===== config.mk =====
export PLATFORM = sky130hd
export DESIGN_NAME = pic_priority_arbiter
export DESIGN_NICKNAME = d
export VERILOG_FILES = /design/src/rtl/pic_priority_arbiter.sv
export SDC_FILE = /design/constraint.sdc
export NUM_CORES = 1
export LEC_CHECK = 0
export CAP_MARGIN = 20
export CELL_PAD_IN_SITES_DETAIL_PLACEMENT = 2
export CELL_PAD_IN_SITES_GLOBAL_PLACEMENT = 2
export CORE_MARGIN = 2
export CORE_UTILIZATION = 34
export DETAILED_ROUTE_END_ITERATION = 12
export GPL_ROUTABILITY_DRIVEN = 1
export PLACE_DENSITY_LB_ADDON = 0.1
export SLEW_MARGIN = 5
export SYNTH_ARGS = -nofsm -noshare
export SYNTH_HDL_FRONTEND = slang
export SYNTH_SLANG_ARGS = --single-unit

===== constraint.sdc =====
create_clock -name clk -period 7.8 [get_ports clk]
set_clock_uncertainty 0.2 [all_clocks]
set_input_delay 2.34 -clock clk [delete_from_list [all_inputs] [get_ports clk]]
set_output_delay 2.34 -clock clk [all_outputs]
set_load 0.01 [all_outputs]

===== src/rtl/pic_priority_arbiter.sv =====
// 8259-style interrupt scheduler: IRR/ISR, fixed or rotating priority,
// two-pulse INTA acknowledge and OCW2 EOI/rotate handling.
module pic_priority_arbiter #(
   parameter logic [2:0] SPURIOUS_LVL = 3'd7,
   parameter logic [2:0] RESET_LOWEST = 3'd7
) (
   input  logic       clk,
   input  logic       rst_n,
   input  logic [7:0] ir,
   input  logic [7:0] mask,
   input  logic       ltim,
   input  logic       aeoi,
   input  logic [4:0] vec_base,
   input  logic       init,
   input  logic       inta_pulse,
   input  logic       ocw2_valid,
   input  logic [2:0] ocw2_cmd,
   input  logic [2:0] ocw2_level,
   output logic       int_out,
   output logic [7:0] vector,
   output logic       vector_valid,
   output logic       spurious,
   output logic [7:0] irr,
   output logic [7:0] isr
);

   typedef enum logic {IDLE, ACK1} state_t;

   state_t     state, state_nx;
   logic [7:0] ir_q, irq_nx;
   logic [7:0] irr_nx, isr_nx, vector_nx;
   logic [7:0] set_bits, clr_bits;
   logic [2:0] lowest_prio, lp_nx;
   logic [2:0] sel, sel_nx;
   logic       rot_aeoi, rot_nx;
   logic       spur_f, spur_nx;
   logic       int_nx, vv_nx, spout_nx;
   logic [3:0] cand, top;
   logic       pend;

   // {found, level} of the highest-ranked set bit
   function automatic logic [3:0] pick(
      input logic [7:0] v,
      input logic [2:0] lp
   );
      logic [3:0] res;
      logic [2:0] idx;
      res = '0;
      for (int k = 7; k >= 0; k--) begin
         idx = lp + 3'd1 + 3'(k);
         if (v[idx]) res = {1'b1, idx};
      end
      return res;
   endfunction

   function automatic logic [2:0] rank(
      input logic [2:0] l,
      input logic [2:0] lp
   );
      return l - lp - 3'd1;
   endfunction

   assign cand = pick(irr & ~mask, lowest_prio);
   assign top  = pick(isr, lowest_prio);
   assign pend = cand[3] &&
      (isr == 8'd0 ||
       rank(cand[2:0], lowest_prio) < rank(top[2:0], lowest_prio));

   always_comb begin
      state_nx  = state;
      sel_nx    = sel;
      spur_nx   = spur_f;
      lp_nx     = lowest_prio;
      rot_nx    = rot_aeoi;
      vector_nx = vector;
      vv_nx     = 1'b0;
      spout_nx  = 1'b0;
      int_nx    = 1'b0;
      set_bits  = '0;
      clr_bits  = '0;

      unique case (state)
         IDLE: begin
            int_nx = pend;
            if (inta_pulse) begin
               int_nx   = 1'b0;
               state_nx = ACK1;
               if (pend) begin
                  sel_nx   = cand[2:0];
                  set_bits = 8'd1 << cand[2:0];
               end else begin
                  sel_nx  = SPURIOUS_LVL;
                  spur_nx = 1'b1;
               end
            end
         end
         ACK1: begin
            if (inta_pulse) begin
               vector_nx = {vec_base, sel};
               vv_nx     = 1'b1;
               spout_nx  = spur_f;
               spur_nx   = 1'b0;
               state_nx  = IDLE;
               if (aeoi && !spur_f) begin
                  clr_bits = 8'd1 << sel;
                  if (rot_aeoi) lp_nx = sel;
               end
            end
         end
      endcase

      // OCW2 clears use the pre-cycle ISR; its priority write wins
      if (ocw2_valid) begin
         case (ocw2_cmd)
            3'b001: if (top[3]) clr_bits[top[2:0]] = 1'b1;
            3'b011: clr_bits[ocw2_level] = 1'b1;
            3'b101: begin
               if (top[3]) begin
                  clr_bits[top[2:0]] = 1'b1;
                  lp_nx = top[2:0];
               end
            end
            3'b111: begin
               clr_bits[ocw2_level] = 1'b1;
               lp_nx = ocw2_level;
            end
            3'b110: lp_nx  = ocw2_level;
            3'b100: rot_nx = 1'b1;
            3'b000: rot_nx = 1'b0;
            default: ;
         endcase
      end

      isr_nx = (isr & ~clr_bits) | set_bits;
      if (ltim) irr_nx = ir & ~set_bits;
      else irr_nx = (irr | (ir & ~ir_q)) & ir & ~set_bits;
      irq_nx = ir;

      if (init) begin
         state_nx  = IDLE;
         sel_nx    = '0;
         spur_nx   = 1'b0;
         lp_nx     = RESET_LOWEST;
         rot_nx    = 1'b0;
         vector_nx = '0;
         vv_nx     = 1'b0;
         spout_nx  = 1'b0;
         int_nx    = 1'b0;
         isr_nx    = '0;
         irr_nx    = '0;
         irq_nx    = '0;
      end
   end

   always_ff @(posedge clk or negedge rst_n) begin
      if (!rst_n) begin
         state        <= IDLE;
         sel          <= '0;
         spur_f       <= 1'b0;
         lowest_prio  <= RESET_LOWEST;
         rot_aeoi     <= 1'b0;
         vector       <= '0;
         vector_valid <= 1'b0;
         spurious     <= 1'b0;
         int_out      <= 1'b0;
         isr          <= '0;
         irr          <= '0;
         ir_q         <= '0;
      end else begin
         state        <= state_nx;
         sel          <= sel_nx;
         spur_f       <= spur_nx;
         lowest_prio  <= lp_nx;
         rot_aeoi     <= rot_nx;
         vector       <= vector_nx;
         vector_valid <= vv_nx;
         spurious     <= spout_nx;
         int_out      <= int_nx;
         isr          <= isr_nx;
         irr          <= irr_nx;
         ir_q         <= irq_nx;
      end
   end

endmodule


# [Yosys cells after proc, flatten, opt, wreduce, memory -nomap -nowiden]
# Index checks and enable logic that the tools add are counted.
[word_totals] input_bits=34 reg_bits=44
[classes] mux=100 eq_ne=10 n_shift=2 bitwise_logic=15 order_cmp=13 addsub=12 n_reduce_logical=19
[op_table] operator="2-to-1 mux 8 bit" n=15
[op_table] operator="2-to-1 mux 4 bit" n=16
[op_table] operator="AND 8 bit" n=6
[op_table] operator="binary-select mux 1 bit (select 3 bit)" n=16
[op_table] operator="less-than comparator 3 x 4 -> 1 bit, second input constant" n=10
[op_table] operator="2-to-1 mux 1 bit" n=35
[op_table] operator="2-to-1 mux 3 bit" n=11
[op_table] operator="inverter 8 bit" n=4
[op_table] operator="OR 8 bit" n=4
[op_table] operator="one-hot mux 8 bit (2 select lines)" n=1
[op_table] operator="<< shifter 1 x 3 -> 8 bit, first input constant" n=2
[op_table] operator="adder 3 bit, second input constant" n=4
[op_table] operator="equality test 3 bit, second input constant" n=4
[op_table] operator="!= test 3 bit, second input constant" n=3
[op_table] operator="zero test 8 bit" n=1
[op_table] operator="adder 3 x 1 -> 3 bit, second input constant" n=2
[op_table] operator="adder 3 x 2 -> 3 bit, second input constant" n=2
[op_table] operator="demux 1 bit (select 3 bit)" n=2
[op_table] operator="greater-or-equal comparator 3 x 1 -> 1 bit, second input constant" n=2
[op_table] operator="one-hot mux 1 bit (2 select lines)" n=3
[op_table] operator="one-hot mux 3 bit (2 select lines)" n=1
[op_table] operator="AND reduction 2 bit" n=3
[op_table] operator="nonzero test 2 bit" n=3
[op_table] operator="OR reduction 2 bit" n=3
[op_table] operator="other kinds (13)" n=18

# [Depth between registers and ports, before layout]
[logic_depth] depth_word=24 ltp_mapped=26

# [Least setup slack after synthesis]
# Ideal clock, no wire load.
[synth_path] path_type="input port to flip-flop" from="in mask[0]" to="reg irr[1]" path_slack_ns=1.008 setup_time_ns=0.132 n_path_buf=1 stages=20 arrival_ns=6.460 path_cell_list="or3b_2 > a31oi_1 > o22ai_4 > a22oi_1 > o21ai_0 > a2bb2oi_1 > and2_1 > buf_2 > inv_1 > ha_1 > fa_1 > xnor2_1 > xnor2_1 > ha_1 > a21oi_1 > nor2_1 > a31o_2 > nor4_2 > a21boi_0 > a21oi_1"
[synth_between] elab_chain_len=24 word_cells_on_any_way=40 cone_classes="add/sub: 2; order compare: 1; shift: 1; mux: 29; bitwise: 5; reduce/logical: 2"
[synth_rtl] item="start, declared" line="10" text="input logic [7:0] mask,"
[synth_rtl] item="inverter 8 bit (*)" line="63" text="assign cand = pick(irr & ~mask, lowest_prio);"
[synth_rtl] item="AND 8 bit (*)" line="63"
[synth_rtl] item="binary-select mux 1 bit (select 3 bit)" line="51" text="if (v[idx]) res = {1'b1, idx};"
[synth_rtl] item="2-to-1 mux 1 bit (implied by the code)" line="51"
[synth_rtl] item="2-to-1 mux 4 bit (7 in a row)" line="51"
[synth_rtl] item="2-to-1 mux 4 bit (*)" line="51"
[synth_rtl] item="subtractor 3 bit" line="60" text="return l - lp - 3'd1;"
[synth_rtl] item="subtractor 3 x 1 -> 3 bit" line="60"
[synth_rtl] item="[3 not listed]"
[synth_rtl] item="2-to-1 mux 8 bit (*)" line="88" text="if (pend) begin"
[synth_rtl] item="2-to-1 mux 8 bit (*)" line="85" text="if (inta_pulse) begin"
[synth_rtl] item="2-to-1 mux 8 bit (*)" line="82" text="unique case (state)"
[synth_rtl] item="inverter 8 bit (*)" line="135, 136"
[synth_rtl] item="AND 8 bit, on equally long branches" line="136, 135"
[synth_rtl] item="2-to-1 mux 8 bit (*)" line="135" text="if (ltim) irr_nx = ir & ~set_bits;"
[synth_rtl] item="2-to-1 mux 8 bit (*)" line="139" text="if (init) begin"
[synth_rtl] item="net irr_nx[1]" line="31" text="logic [7:0] irr_nx, isr_nx, vector_nx;"
[synth_rtl] item="end signal, assigned" line="180" text="irr <= irr_nx;"
[synth_rtl] item="end, declared" line="23" text="output logic [7:0] irr,"
# Mark *: on every way through the listed nets, which the timed path passes. The rest lies on a longest branch. The select of a mux whose other input is x is not followed.
# A chain may end at the register's enable or synchronous reset.

# [Worst setup path after layout]
[layout_path] from="in mask[4]" to="reg isr[4]"
[layout_between] elab_chain_len=22 word_cells_on_any_way=37 cone_classes="add/sub: 2; order compare: 1; shift: 1; mux: 28; bitwise: 3; reduce/logical: 2"
[layout_rtl] item="inverter 8 bit (*)" line="63"
[layout_rtl] item="AND 8 bit (*)" line="63"
[layout_rtl] item="binary-select mux 1 bit (select 3 bit)" line="51"
[layout_rtl] item="2-to-1 mux 1 bit (implied by the code)" line="51"
[layout_rtl] item="2-to-1 mux 4 bit (7 in a row)" line="51"
[layout_rtl] item="2-to-1 mux 4 bit (*)" line="51"
[layout_rtl] item="subtractor 3 bit" line="60"
[layout_rtl] item="subtractor 3 x 1 -> 3 bit" line="60"
[layout_rtl] item="less-than comparator 3 bit" line="67" text="rank(cand[2:0], lowest_prio) < rank(top[2:0], lowest_prio));"
[layout_rtl] item="logical OR 1 bit" line="66" text="(isr == 8'd0 ||"
[layout_rtl] item="logical AND 1 bit" line="65" text="assign pend = cand[3] &&"
[layout_rtl] item="2-to-1 mux 8 bit (*)" line="88"
[layout_rtl] item="2-to-1 mux 8 bit (*)" line="85"
[layout_rtl] item="2-to-1 mux 8 bit (*)" line="82"
[layout_rtl] item="OR 8 bit (*)" line="134" text="isr_nx = (isr & ~clr_bits) | set_bits;"
[layout_rtl] item="2-to-1 mux 8 bit (*)" line="139"
[layout_rtl] item="net isr_nx[4]" line="31"
[layout_rtl] item="end signal, assigned" line="179" text="isr <= isr_nx;"
[layout_rtl] item="end, declared" line="24" text="output logic [7:0] isr"
# Marks and branches as above.

==> reports/qor.csv <==
stage,metric,value,unit
drt,final wirelength,17100,um
global_routing,first-pass GRT wire length,27900,um
drt,Iteration-0 DRC Markers,330,
logic_synthesis,syn nets,570,
sta,Worst Tran Pin Value,0.998,ns
drt,First-pass DRT Iterations,4,
global_routing,overflow left after global routing,0,
clock_tree,Worst-path clk slew,0.07,ns
layout,Inserted Diodes,0,
logic_synthesis,Yosys cell types,76,
logic_synthesis,"Seq/Total Area, Yosys",24.3,%
die,I/O pins,61,
die,Initial Util,34.6,%
sta,final period utilization,95.0,%
critical_path,R2R cell count,22,
global_routing,initial antenna violation count,0,
logic_synthesis,Synth Cell Area,0.00455,mm2
logic_synthesis,Post-synth EDFFs,0,
critical_path,Critical Path Fanout Max,6,
sta,Setup TNS,0,ns
outcome,outcome,completed,
logic_synthesis,Yosys warning total,0,
clock_tree,H-tree levels,2,
global_routing,largest net degree at the start of global routing,54,
place,Final HPWL DP,12800,um
clock_tree,total CTS buffers,5,
drt,vias,4566,
critical_path,CP Capture Point,isr[4],
sta,RSZ-0062 raised after global routing,false,
logic_synthesis,Avg Inst Size Synth,8.63,um2
layout,"Net count, final",610,
global_routing,number of global-route vias before repair,4893,
critical_path,R2R Setup Slk,1.04,ns
sta,"Setup violations, final",0,
sta,Final Critical Period,7.41,ns
hold_path,HP Class,reg2reg,
run,max cap viols,0,
critical_path,reg2reg end,isr[4],
power,PD cells,312,mW/mm2
clock_tree,clock latency at the later pin of the worst-skew pair,0.29,ns
sta,Fmax achieved,0.135,GHz
clock_tree,postcts setup bufs,0,
drt,Antenna Nets Post-Route,0,
place,Port-buffer cells,60,
sta,max-slew violation count,0,
sta,Worst slew margin,33.5,%
die,Core Area,0.0131,mm2
die,Die W,120,um
logic_synthesis,ys async rst share,100,%
power,VDD IR max,164,uV
sta,Final Hold Vio Count,0,
clock_tree,# resized after CTS,0,
critical_path,CP endpoint kind,register,
sta,Hold Slack,0.302,ns
clock_tree,Clock Sinks,44,
critical_path,Worst Setup Path Type,in2reg,
layout,cell area after layout,0.00544,mm2
layout,"most common cell after layout, fill and taps aside",clkdlybuf4s50_1,
layout,"commonest cells after routing, fill and taps aside","clkdlybuf4s50_1 (59), nand2_1 (52), nor2_1 (44)",
die,Rows,42,
clock_tree,CTS tree,built,
die,Die Y-Extent,120,um
critical_path,CP arrival,7.38,ns
critical_path,Critical path origin,mask[4],
clock_tree,clk buf depth,2,
clock_tree,"Hold-fix buffers, CTS",0,
critical_path,WP data required,7.77,ns
power,leakage power,0.00219,uW
critical_path,Critical Path Start Type,primary input,
place,placed instance area,0.00526,mm2
drt,Via density,6.14,
logic_synthesis,synthesis-stage register bit count,44,
global_routing,Total Routing Usage GR,24.3,%
logic_synthesis,cells after synthesis,527,
drt,DR WL/cell,23.0,um
logic_synthesis,Main synth FF type,dfrtp_1,
layout,"Area growth, synth to finish",19.7,%
layout,share of cells above drive strength 1,11.8,%
drt,DRC errors left,0,
place,Final GP Congestion,0.902,
die,die area,0.0143,mm2
critical_path,Critical R2R Launch,lowest_prio[0],
clock_tree,Root Buffer Master,clkbuf_16,
-- stage by stage --
| stage | util, % | std cells | setup slack, ns | total power, uW |
|---|---|---|---|---|
| 6_report | 41.4 | 744 | 0.394 | 1700 |
| 4_1_cts | 41.4 | 744 | 0.419 | 1700 |
| 5_1_grt | 41.4 | 744 | 0.0411 | 1820 |
| 2_1_floorplan | - | 527 | 1.01 | 1070 |
| 3_5_place_dp | 40.0 | 736 | 0.194 | 1440 |
| 3_3_place_gp | 40.0 | 736 | 0.313 | 1410 |
-- cell usage after synthesis, types with 8 or more instances --
cell type / count / share of area (%)
nor2b_1: 26 / 3.6
mux2_2: 9 / 2.2
a31oi_1: 11 / 1.5
nand2b_1: 10 / 1.4
o211ai_1: 10 / 1.7
clkbuf_1: 16 / 1.3
nor3b_1: 10 / 1.7
mux2i_1: 19 / 4.2
inv_1: 9 / 0.74
a211oi_1: 10 / 1.7
mux4_2: 16 / 7.9
and3_1: 8 / 1.1
buf_2: 10 / 1.1
nor2_1: 44 / 3.6
dfrtp_1: 41 / 23
o21ai_0: 19 / 2.1
nand2_1: 52 / 4.3
a21oi_1: 37 / 4.1
nor3_1: 12 / 1.3
nand3_1: 10 / 1.1
-- critical path, cell delays in order --
cell,delay (ns)
clkdlybuf4s50_1,0.52
or3b_2,0.53
a31oi_1,0.22
o22a_1,0.30
o21bai_1,0.14
and3_1,0.29
a2bb2oi_1,0.22
and2_1,0.18
inv_1,0.09
ha_1,0.20
fa_1,0.38
xnor2_1,0.15
xnor2_1,0.16
ha_1,0.29
a21oi_1,0.13
nor2_1,0.07
a311oi_1,0.39
o21ai_2,0.18
nand3b_1,0.29
o311ai_1,0.31
-- sequential cells by signal, indices dropped and copies added, names as in the netlist --
| signal | count |
|---|---|
| int_out | 1 |
| lowest_prio | 3 |
| irr | 8 |
| spur_f | 1 |
| spurious | 1 |
| ir_q | 8 |
| isr | 8 |
| vector_valid | 1 |
| sel | 3 |
| vector | 8 |
| rot_aeoi | 1 |
| state | 1 |
-- power by group --
group          internal (uW)  total, uW  switching, uW
registers                263        345           81.6
clock network            160        250           89.9
logic                    452       1100            649
-- routing by layer --
metal	vias up	wire length [um]	GRT usage, %
met5	-	0	0
met4	0	251	4.56
met3	22	615	2.04
met2	118	8580	42.7
met1	2344	7690	32.9
li1	2082	-	-
-- cell families (layout without fill, tap and decap cells) --
group	count (synthesis)	after routing	synth area share, %
compound gates	165	165	26.1
xor+xnor	10	10	3.30
mux	45	45	14.9
flops	44	44	24.3
fa+ha+maj	9	9	2.81
buf+inv	48	89	4.90
simple gates	206	206	23.6
-- worst min path at each step --
| stage | end | cells after the start | slack, ns | startpoint |
|---|---|---|---|---|
| after floorplan | irr[0] | 3 | 0.26 | ir_q[0] |
| after global routing | irr[7] | 2 | 0.33 | ir_q[7] |
| after global placement | irr[7] | 2 | 0.28 | ir_q[7] |
| final | irr[0] | 3 | 0.30 | ir_q[0] |
| after CTS | irr[0] | 3 | 0.32 | ir_q[0] |
| after detailed placement | irr[0] | 3 | 0.30 | ir_q[0] |
-- cell type report --
class | count | area [um2]
clock buffers | 6 | 139
clock inverters | 2 | 38.8
fillers | 1483 | 7700
inverters | 10 | 37.5
multi-input cells | 435 | 3220
flip-flops and latches | 44 | 1100
well taps | 176 | 220
repair buffers | 71 | 678
No activity file was read; power rests on OpenSTA's default activity.
